`src/rtl/alu_seq_core_if.sv`:
```
// Operand/result handshake bundle for alu_seq_core.
// The master side loads operands and consumes results; the slave side is the core.
interface alu_seq_core_if #(
  parameter int W = 8
);
  logic         in_valid;
  logic         in_ready;
  logic [2:0]   op;
  logic [W-1:0] a;
  logic [W-1:0] b;
  logic         out_valid;
  logic         out_ready;
  logic [W-1:0] result;
  logic [3:0]   flags;

  modport master (
    output in_valid, op, a, b, out_ready,
    input  in_ready, out_valid, result, flags
  );

  modport slave (
    input  in_valid, op, a, b, out_ready,
    output in_ready, out_valid, result, flags
  );
endinterface

```
`src/rtl/alu_seq_core.sv`:
```
// Registered W-bit ALU with eight operations, an iterative shift-add multiply,
// {Z,N,C,V} flags and valid/ready handshakes on both sides.
module alu_seq_core #(
  parameter int W = 8
) (
  input  logic          clk,
  input  logic          rst_n,
  input  logic          ena,
  alu_seq_core_if.slave bus
);
  localparam int SW = $clog2(W);

  localparam logic [2:0] OP_ADD = 3'b000;
  localparam logic [2:0] OP_SUB = 3'b001;
  localparam logic [2:0] OP_AND = 3'b010;
  localparam logic [2:0] OP_OR  = 3'b011;
  localparam logic [2:0] OP_XOR = 3'b100;
  localparam logic [2:0] OP_SHL = 3'b101;
  localparam logic [2:0] OP_SHR = 3'b110;
  localparam logic [2:0] OP_MUL = 3'b111;

  typedef enum logic [1:0] {
    IDLE = 2'd0,
    BUSY = 2'd1,
    DONE = 2'd2
  } state_t;

  state_t         state_reg;
  logic           in_ready_reg;
  logic           out_valid_reg;
  logic [W-1:0]   result_reg;
  logic [3:0]     flags_reg;
  logic [2*W-1:0] mcand_reg;
  logic [2*W-1:0] acc_reg;
  logic [W-1:0]   mplier_reg;
  logic [SW-1:0]  cnt_reg;

  logic [SW-1:0]  shamt;
  logic [W:0]     sum_ext;
  logic [W:0]     diff_ext;
  logic [W:0]     shl_ext;
  logic [W:0]     shr_ext;
  logic [W-1:0]   alu_r;
  logic           alu_c;
  logic           alu_v;
  logic [2*W-1:0] acc_step;

  function automatic logic [3:0] pack_flags(input logic [W-1:0] r, input logic c, input logic v);
    return {(r == '0), r[W-1], c, v};
  endfunction

  assign shamt    = bus.b[SW-1:0];
  assign sum_ext  = {1'b0, bus.a} + {1'b0, bus.b};
  assign diff_ext = {1'b0, bus.a} - {1'b0, bus.b};
  // The extra bit catches the last bit shifted out on either side; it is 0 when shamt==0.
  assign shl_ext  = {1'b0, bus.a} << shamt;
  assign shr_ext  = {bus.a, 1'b0} >> shamt;

  always_comb begin
    alu_r = '0;
    alu_c = 1'b0;
    alu_v = 1'b0;
    case (bus.op)
      OP_ADD: begin
        alu_r = sum_ext[W-1:0];
        alu_c = sum_ext[W];
        alu_v = (bus.a[W-1] == bus.b[W-1]) && (alu_r[W-1] != bus.a[W-1]);
      end
      OP_SUB: begin
        alu_r = diff_ext[W-1:0];
        alu_c = diff_ext[W];
        alu_v = (bus.a[W-1] != bus.b[W-1]) && (alu_r[W-1] != bus.a[W-1]);
      end
      OP_AND: alu_r = bus.a & bus.b;
      OP_OR:  alu_r = bus.a | bus.b;
      OP_XOR: alu_r = bus.a ^ bus.b;
      OP_SHL: begin
        alu_r = shl_ext[W-1:0];
        alu_c = shl_ext[W];
      end
      OP_SHR: begin
        alu_r = shr_ext[W:1];
        alu_c = shr_ext[0];
      end
      default: ;
    endcase
  end

  assign acc_step = mplier_reg[0] ? (acc_reg + mcand_reg) : acc_reg;

  always_ff @(posedge clk or negedge rst_n) begin
    if (!rst_n) begin
      state_reg     <= IDLE;
      in_ready_reg  <= 1'b1;
      out_valid_reg <= 1'b0;
      result_reg    <= '0;
      flags_reg     <= '0;
      mcand_reg     <= '0;
      acc_reg       <= '0;
      mplier_reg    <= '0;
      cnt_reg       <= '0;
    end else if (ena) begin
      case (state_reg)
        IDLE: begin
          if (bus.in_valid) begin
            in_ready_reg <= 1'b0;
            if (bus.op == OP_MUL) begin
              mcand_reg  <= {{W{1'b0}}, bus.a};
              mplier_reg <= bus.b;
              acc_reg    <= '0;
              cnt_reg    <= '0;
              state_reg  <= BUSY;
            end else begin
              result_reg    <= alu_r;
              flags_reg     <= pack_flags(alu_r, alu_c, alu_v);
              out_valid_reg <= 1'b1;
              state_reg     <= DONE;
            end
          end
        end
        BUSY: begin
          acc_reg    <= acc_step;
          mcand_reg  <= mcand_reg << 1;
          mplier_reg <= mplier_reg >> 1;
          cnt_reg    <= cnt_reg + 1'b1;
          // Last step: the counter wraps back to zero on its own.
          if (cnt_reg == SW'(W - 1)) begin
            result_reg    <= acc_step[W-1:0];
            flags_reg     <= pack_flags(acc_step[W-1:0], |acc_step[2*W-1:W], 1'b0);
            out_valid_reg <= 1'b1;
            state_reg     <= DONE;
          end
        end
        DONE: begin
          if (bus.out_ready) begin
            out_valid_reg <= 1'b0;
            in_ready_reg  <= 1'b1;
            state_reg     <= IDLE;
          end
        end
        default: begin
          out_valid_reg <= 1'b0;
          in_ready_reg  <= 1'b1;
          state_reg     <= IDLE;
        end
      endcase
    end
  end

  assign bus.in_ready  = in_ready_reg;
  assign bus.out_valid = out_valid_reg;
  assign bus.result    = result_reg;
  assign bus.flags     = flags_reg;
endmodule

```
`src/flat_wrapper.sv`:
```
// flat-port wrapper written by rule: the top's interface ports become plain ports
module alu_seq_core_flat 
#(
  parameter int W = 8
)
  (clk, rst_n, ena, bus_in_valid, bus_op, bus_a, bus_b, bus_out_ready, bus_in_ready, bus_out_valid, bus_result, bus_flags);
  alu_seq_core_if #(.W(W)) bus_i ();
  input  logic clk;
  input  logic rst_n;
  input  logic ena;
  input wire logic [$bits(bus_i.in_valid)-1:0] bus_in_valid;
  input wire logic [$bits(bus_i.op)-1:0] bus_op;
  input wire logic [$bits(bus_i.a)-1:0] bus_a;
  input wire logic [$bits(bus_i.b)-1:0] bus_b;
  input wire logic [$bits(bus_i.out_ready)-1:0] bus_out_ready;
  output wire logic [$bits(bus_i.in_ready)-1:0] bus_in_ready;
  output wire logic [$bits(bus_i.out_valid)-1:0] bus_out_valid;
  output wire logic [$bits(bus_i.result)-1:0] bus_result;
  output wire logic [$bits(bus_i.flags)-1:0] bus_flags;
  assign bus_i.in_valid = bus_in_valid;
  assign bus_i.op = bus_op;
  assign bus_i.a = bus_a;
  assign bus_i.b = bus_b;
  assign bus_i.out_ready = bus_out_ready;
  assign bus_in_ready = bus_i.in_ready;
  assign bus_out_valid = bus_i.out_valid;
  assign bus_result = bus_i.result;
  assign bus_flags = bus_i.flags;
  alu_seq_core #(.W(W)) u_core (.clk(clk), .rst_n(rst_n), .ena(ena), .bus(bus_i));
endmodule
```
`config.mk`:
```
export PLATFORM = sky130hd
export DESIGN_NAME = alu_seq_core_flat
export DESIGN_NICKNAME = d
export VERILOG_FILES = /design/src/rtl/alu_seq_core_if.sv /design/src/rtl/alu_seq_core.sv /design/src/flat_wrapper.sv
export SDC_FILE = /design/constraint.sdc
export NUM_CORES = 1
export LEC_CHECK = 0
export CORE_MARGIN = 5
export CORE_UTILIZATION = 65
export DETAILED_ROUTE_END_ITERATION = 6
export GPL_TIMING_DRIVEN = 0
export PLACE_DENSITY = 0.95
export SLEW_MARGIN = 5
export SYNTH_ARGS = -nofsm -noshare
export SYNTH_HDL_FRONTEND = slang
export SYNTH_SLANG_ARGS = --single-unit
```
`constraint.sdc`:
```
create_clock -name clk -period 8.45 [get_ports clk]
set_input_delay 1.69 -clock clk [delete_from_list [all_inputs] [get_ports clk]]
set_output_delay 1.69 -clock clk [all_outputs]
set_load 0.05 [all_outputs]
```
==> impl_metrics.py, run 1 <==
metrics = {
    "status": {
        "status": "finished, final reports clean",
    },
    "synth": {
        "yosys_warnings": 0,
        "yosys.area.top_type_share": 0.268,
        "syn_area_um2": 5320,
        "postSynthCellCount": 642,
        "yosys.area.top_type": "dfrtp_1",
        "synth_area_leaders": "dfrtp_1 (27%), ha_1 (10%), nand2_1 (5.4%)",
        "synthTopCellsByCount": "nand2_1 (77), dfrtp_1 (57), nor2_1 (53)",
        "synth_xor_area_frac": 0.0315,
        "synth_edf_count": 0,
        "async_flop_share": 1.00,
        "synthMuxAreaShare": 0.0593,
        "post-synth-top-count-cell": "nand2_1",
        "synth_cell_types": 85,
        "synth_top_family_by_area": "compound AO/OA/AOI/OAI gates",
        "synth_nets": 712,
        "synth_seq_cells": 58,
        "synth_compound_gate_area_share": 0.273,
        "syn_area_per_cell_um2": 8.28,
        "synth-simple-area-share": 0.196,
        "yosysSeqAreaShare": 0.273,
        "synthAdderAreaFrac": 0.112,
        "yosys_most_used_dff": "dfrtp_1",
    },
    "floorplan": {
        "core_area_um2": 8090,
        "start_util": 0.657,
        "die_area_um2": 10100,
        "die_x_um": 100,
        "row_count": 33,
        "io-pin-count": 38,
        "die_h_um": 100,
    },
    "placement": {
        "io_buffers": 36,
        "gp_congestion": 1.03,
        "dp_hpwl_mm": 13.1,
        "place_ws_ps": 2780,
    },
    "clock_network": {
        "cts_tree": "yes",
        "cts-root-buf": "clkbuf_8",
        "cts.hold.buffers_added": 0,
        "cts.clk_slew.worst_paths_ps": 70,
        "post_cts.repair.setup_buffers": 0,
        "clk_latency_ps": 340,
        "numCtsBuffers": 9,
        "cts_max_path_buffers": 2,
        "cts_sinks": 58,
        "h-tree-depth": 3,
        "ctsResizeCount": 0,
    },
    "sta": {
        "timing.final.hold_violations": 0,
        "slew-limit-headroom": 0.332,
        "setup_viol": 0,
        "fin_skew_ps": 17.6,
        "min_period_ps": 5510,
        "grt_setup_unrepaired": "no",
        "period_share": 0.652,
        "max_freq_mhz": 182,
        "setup-tns-final_ps": 0,
        "hold_slack_ps": 480,
        "slew_violations": 0,
        "postLayoutSetupSlackWorst_ps": 2940,
        "tightest_slew_ps": 994,
    },
    "route": {
        "drc": 0,
        "vias_per_cell": 6.82,
        "vias": 5455,
        "wirelength_mm": 16.9,
        "drt-initial-drc-count": 586,
        "avgRoutedWirePerCell_um": 21.2,
        "antenna_left": 0,
        "dr.pass1.iters": 7,
    },
    "worst_hold_path": {
        "hold_depth": 2,
        "min_path_type": "reg2reg",
        "hold-path-endpoint": "u_core.bus.result[0]",
        "hp-start": "u_core.bus.result[0]",
    },
    "job": {
        "drv_cap": 0,
    },
    "power": {
        "vdd.ir_drop.worst_mv": 0.201,
        "switchingPower_uw": 843,
        "intPower_uw": 914,
        "pwr-share-seq": 0.273,
        "p_leak_uw": 0.00267,
        "power.clock.fraction": 0.165,
        "power.density_nw_per_um2": 291,
        "switching_share": 0.480,
        "p_comb_frac": 0.562,
    },
    "global_route": {
        "grt_start_max_net_pins": 31,
        "grt_pass1_vias": 5314,
        "grt_use_met3": 0.0862,
        "grt_util_all_layers": 0.350,
        "grtUsageMet1": 0.471,
        "grt_first_pass_wirelength_mm": 27.6,
        "grt_overflow": 0,
        "antenna_found_initial": 0,
        "use_met2": 0.544,
        "grt_busiest_layer": "met2",
    },
    "setup_path": {
        "critical_path_required_ps": 8650,
        "arrival_ps": 5710,
        "r2r-start": "u_core.acc_reg[3]",
        "critPathCaptureType": "flop",
        "r2r_slack_ps": 5190,
        "reg2regPathDepth": 9,
        "start_kind": "input pin",
        "reg2reg_to": "u_core.bus.flags[1]",
        "crit_path_max_fanout": 10,
        "critical_path_class": "in2reg",
    },
    "cells_and_area": {
        "area_growth_pct": 13.6,
        "nets": 760,
        "fill_cells": 617,
        "drive_above_1_share": 0.0777,
        "antenna_cells": 0,
    },
}
## cell type report
cell class	instances	area, um2	area share
multi-input cells	519	3580	0.592
well taps	105	131	0.0217
plain buffers	38	184	0.0304
clock buffers	9	124	0.0205
clock inverters	7	93.8	0.0155
flip-flops and latches	58	1450	0.240
repair buffers	37	375	0.0621
inverters	27	101	0.0168
## cells by family after synthesis
family                     after synthesis
muxes                                   27
buffers and inverters                   65
and+or+nand+nor                        218
AOI/OAI and AO/OA                      211
adders and majority gates               46
xor gates and xnor gates                17
DFF                                     58
## metal layers
metal | up-vias | part of all wire
li1 | 2451 | -
met3 | 53 | 0.10
met4 | 0 | 0.034
met1 | 2603 | 0.41
met2 | 348 | 0.45
met5 | - | 0
## placed cells by master, fill, tap and decap left out, types with 5 or more instances in the layout
master / synthesis / routed
clkdlybuf4s50_1: 0 / 35
nand2_1: 77 / 77
a32o_1: 5 / 5
dfrtp_1: 57 / 57
ha_1: 43 / 43
mux2_2: 6 / 6
nor3_1: 16 / 16
inv_1: 25 / 25
nor2b_1: 8 / 8
o21a_1: 5 / 5
a211oi_1: 11 / 11
a21o_1: 9 / 9
nor2_1: 53 / 53
nand4_1: 5 / 5
nand2b_1: 8 / 8
mux2i_1: 18 / 18
o211ai_1: 6 / 6
xnor2_1: 11 / 11
xor2_1: 5 / 5
o31ai_1: 11 / 11
nand3_1: 10 / 10
a21oi_1: 48 / 48
clkbuf_8: 2 / 11
a22oi_1: 5 / 5
and3_1: 6 / 6
a22o_1: 13 / 13
or3_1: 8 / 8
clkbuf_1: 30 / 30
o21ai_0: 45 / 45
## per-stage QoR
stage	instances	utilization	instance area (um2)	power [uW]
floorplan	642	-	5320	1140
global placement	783	0.718	5810	1390
detailed placement	784	0.720	5820	1430
CTS	800	0.746	6040	1730
global route	800	0.746	6040	1850
finish	800	0.746	6040	1760
## worst max-delay path: stages
cell and delay (ps):
clkdlybuf4s50_1 540, clkbuf_1 360, inv_1 300, ha_1 370, clkbuf_1 210, nor3b_1 340
o31ai_1 120, a21o_1 190, o2111a_1 230, a211oi_1 690, o31ai_4 120, a2111oi_2 410
a21boi_1 130
## worst max path at each step
stage,from,endpoint,slack [ps],cells after the start
CTS,bus_b[2],u_core.bus.flags[1],3070,13
global route,bus_b[2],u_core.bus.flags[1],2780,13
global placement,bus_b[2],u_core.bus.flags[1],2780,13
finish,bus_b[2],u_core.bus.flags[1],2940,13
detailed placement,bus_b[2],u_core.bus.flags[1],2780,13
floorplan,bus_b[2],u_core.bus.flags[1],4120,12
## power by group through the flow
stage / combinational (uW) / sequential (uW) / clock (uW)
6_report: 988 / 479 / 290
3_5_place_dp: 951 / 479 / 0
2_1_floorplan: 595 / 543 / 0
3_3_place_gp: 922 / 471 / 0
4_1_cts: 963 / 475 / 290
5_1_grt: 1060 / 490 / 303
Note: power is estimated with default switching activity, not from simulation.
==> run 2: changes to the inputs <==
--- a/config.mk
+++ b/config.mk
@@ -6,10 +6,10 @@
 export NUM_CORES = 1
 export LEC_CHECK = 0
 export CORE_MARGIN = 5
-export CORE_UTILIZATION = 65
+export CORE_UTILIZATION = 55
 export DETAILED_ROUTE_END_ITERATION = 6
 export GPL_TIMING_DRIVEN = 0
-export PLACE_DENSITY = 0.95
+export PLACE_DENSITY = 0.87
 export SLEW_MARGIN = 5
 export SYNTH_ARGS = -nofsm -noshare
 export SYNTH_HDL_FRONTEND = slang
==> constraint.sdc (replaced) <==
create_clock -name clk -period 4.8 [get_ports clk]
set_input_delay 0.96 -clock clk [delete_from_list [all_inputs] [get_ports clk]]
set_output_delay 0.96 -clock clk [all_outputs]
set_load 0.05 [all_outputs]
==> run 2 against run 1 <==
Effect of this change:
- wire length rose by 4.8%
- combinational power rose by 74%
- cell count rose by 3.0%
- the run now ends with design-rule violations left
- setup slack got worse by 2700 ps
- sequential share of layout area fell by 0.28 points
- critical path type unchanged
- clock skew fell by 12 ps
- sequential power rose by 76%
- count of clock-buffer cells in the layout rose by 3
- clock power rose by 98%
- register-to-register slack got worse by 3800 ps
- global-route usage fell by 3.8 points
- final area rose by 1.2%
==> impl_metrics.py, run 2 (synthesis gave the netlist of run 1 again) <==
metrics = {
    "setup_path": {
        "crit_buf_inv": 4,
        "critical_path_required_ps": 5020,
        "crit_family": "compound AO/OA/AOI/OAI gates",
        "arrival_ps": 4740,
        "path_cells": "clkdlybuf4s50_1 > clkbuf_1 > inv_1 > ha_1 > clkbuf_1 > nor3b_1 > o31ai_1 > a21o_1 > o2111a_1 > a211oi_2 > o31ai_4 > a2111oi_2 > a21boi_1",
        "start_kind": "input pin",
        "cp_slowest_stage_delay_ps": 520,
        "r2r-start": "u_core.cnt_reg[0]",
        "critPathCaptureType": "flop",
        "crit_path_max_fanout": 10,
        "cpMaxStageDelayCell": "clkdlybuf4s50_1",
        "critical_path_class": "in2reg",
        "worstSetupStartpoint": "bus_b[2]",
        "crit_path_frequent_cell": "clkbuf_1",
    },
    "global_route": {
        "grt_start_max_net_pins": 31,
        "antenna_found_initial": 0,
        "grt_pass1_vias": 5474,
        "grt_first_pass_wirelength_mm": 28.4,
        "grt_overflow": 0,
        "grt_util_all_layers": 0.312,
    },
    "cells_and_area": {
        "register_area_um2": 1450,
        "mostFrequentLayoutCells": "nand2_1 (77), dfrtp_1 (57), nor2_1 (53)",
        "area_growth_pct": 14.9,
        "fill_cells": 762,
        "antenna_cells": 0,
        "drive_above_1_share": 0.0777,
        "multi_input_area_um2": 3580,
        "final_common_cell": "nand2_1",
        "final_cells": 824,
        "nets": 760,
    },
    "route": {
        "top_layer": "met4",
        "vias_per_cell": 6.67,
        "dr.pass1.iters": 7,
        "antenna_left": 0,
        "drc": 2,
        "vias": 5495,
        "routed-wl-met2_mm": 8.47,
        "met3WireLength_mm": 1.45,
        "wl_met1_mm": 6.71,
        "avgRoutedWirePerCell_um": 21.5,
        "wirelength_mm": 17.7,
        "drt-initial-drc-count": 451,
    },
    "clock_network": {
        "h-tree-depth": 3,
        "post_cts.repair.setup_buffers": 0,
        "numCtsBuffers": 9,
        "cts_sinks": 58,
        "ctsResizeCount": 0,
        "cts.hold.buffers_added": 0,
        "cts_max_path_buffers": 2,
        "cts_tree": "yes",
        "clk_latency_ps": 340,
        "cts-root-buf": "clkbuf_8",
        "cts.clk_slew.worst_paths_ps": 70,
    },
    "sta": {
        "tightest_slew_ps": 1230,
        "timing.final.hold_violations": 0,
        "period_share": 0.940,
        "grt_setup_unrepaired": "no",
        "hold_slack_ps": 480,
        "max_freq_mhz": 222,
        "slew_violations": 0,
        "min_period_ps": 4510,
        "setup_viol": 0,
        "setup-tns-final_ps": 0,
        "slew-limit-headroom": 0.171,
        "fin_skew_ps": 5.44,
    },
    "status": {
        "status": "complete, but fails checks",
        "violations": "design-rule violations",
    },
    "job": {
        "drv_cap": 0,
    },
    "placement": {
        "gp_congestion": 1.12,
        "dp_hpwl_mm": 13.2,
        "io_buffers": 36,
        "placed_cells": 808,
    },
    "power": {
        "vdd.ir_drop.worst_mv": 0.324,
        "p_leak_uw": 0.00268,
        "power.density_nw_per_um2": 513,
        "power_uw": 3130,
    },
    "worst_hold_path": {
        "min_path_type": "reg2reg",
        "hp-start": "u_core.bus.result[5]",
    },
    "floorplan": {
        "die_area_um2": 11700,
        "core_area_um2": 9330,
        "row_count": 35,
        "die_x_um": 108,
        "start_util": 0.570,
        "die_h_um": 108,
        "io-pin-count": 38,
    },
}
[run 2: layout make-up]
| cell class | instances | area share |
|---|---|---|
| repair buffers | 37 | 0.0614 |
| multi-input cells | 519 | 0.586 |
| clock buffers | 12 | 0.0254 |
| clock inverters | 4 | 0.0160 |
| plain buffers | 38 | 0.0301 |
| inverters | 27 | 0.0166 |
| well taps | 129 | 0.0264 |
| flip-flops and latches | 58 | 0.238 |
[run 2: final timing paths]
path                                             end  slack [ps]  cells after the start
worst max-delay path             u_core.bus.flags[1]         290                     13
worst min-delay path            u_core.bus.result[5]         480                      2
worst max register to register   u_core.bus.flags[1]        1440                     10
worst min register to register  u_core.bus.result[5]         480                      2
max in group asynchronous          u_core.acc_reg[4]        3540                      2
min in group asynchronous        u_core.state_reg[1]         660                      1
[run 2: power breakdown]
part           internal, uW  switching, uW  leakage, uW
Clock                   373            199     0.000123
Sequential              677            168     0.000754
Combinational           643           1070      0.00181
[run 2: per-layer routing]
layer	up-vias	track usage
li1	2461	-
met1	2612	0.374
met2	327	0.536
met3	95	0.0424
met4	0	0.177
met5	-	0
[run 2: stage by stage]
step	utilization	worst slack, ps	area [um2]
final	0.655	286	6110
after global routing	0.655	152	6110
after CTS	0.655	128	6110
after floorplan	-	1200	5320
after detailed placement	0.627	-214	5850
after global placement	0.626	-156	5840
[run 2: worst min-delay path, stage by stage (launching register included)]
cell     delay, ps
dfrtp_1        340
nand2_1         40
o21ai_0         60
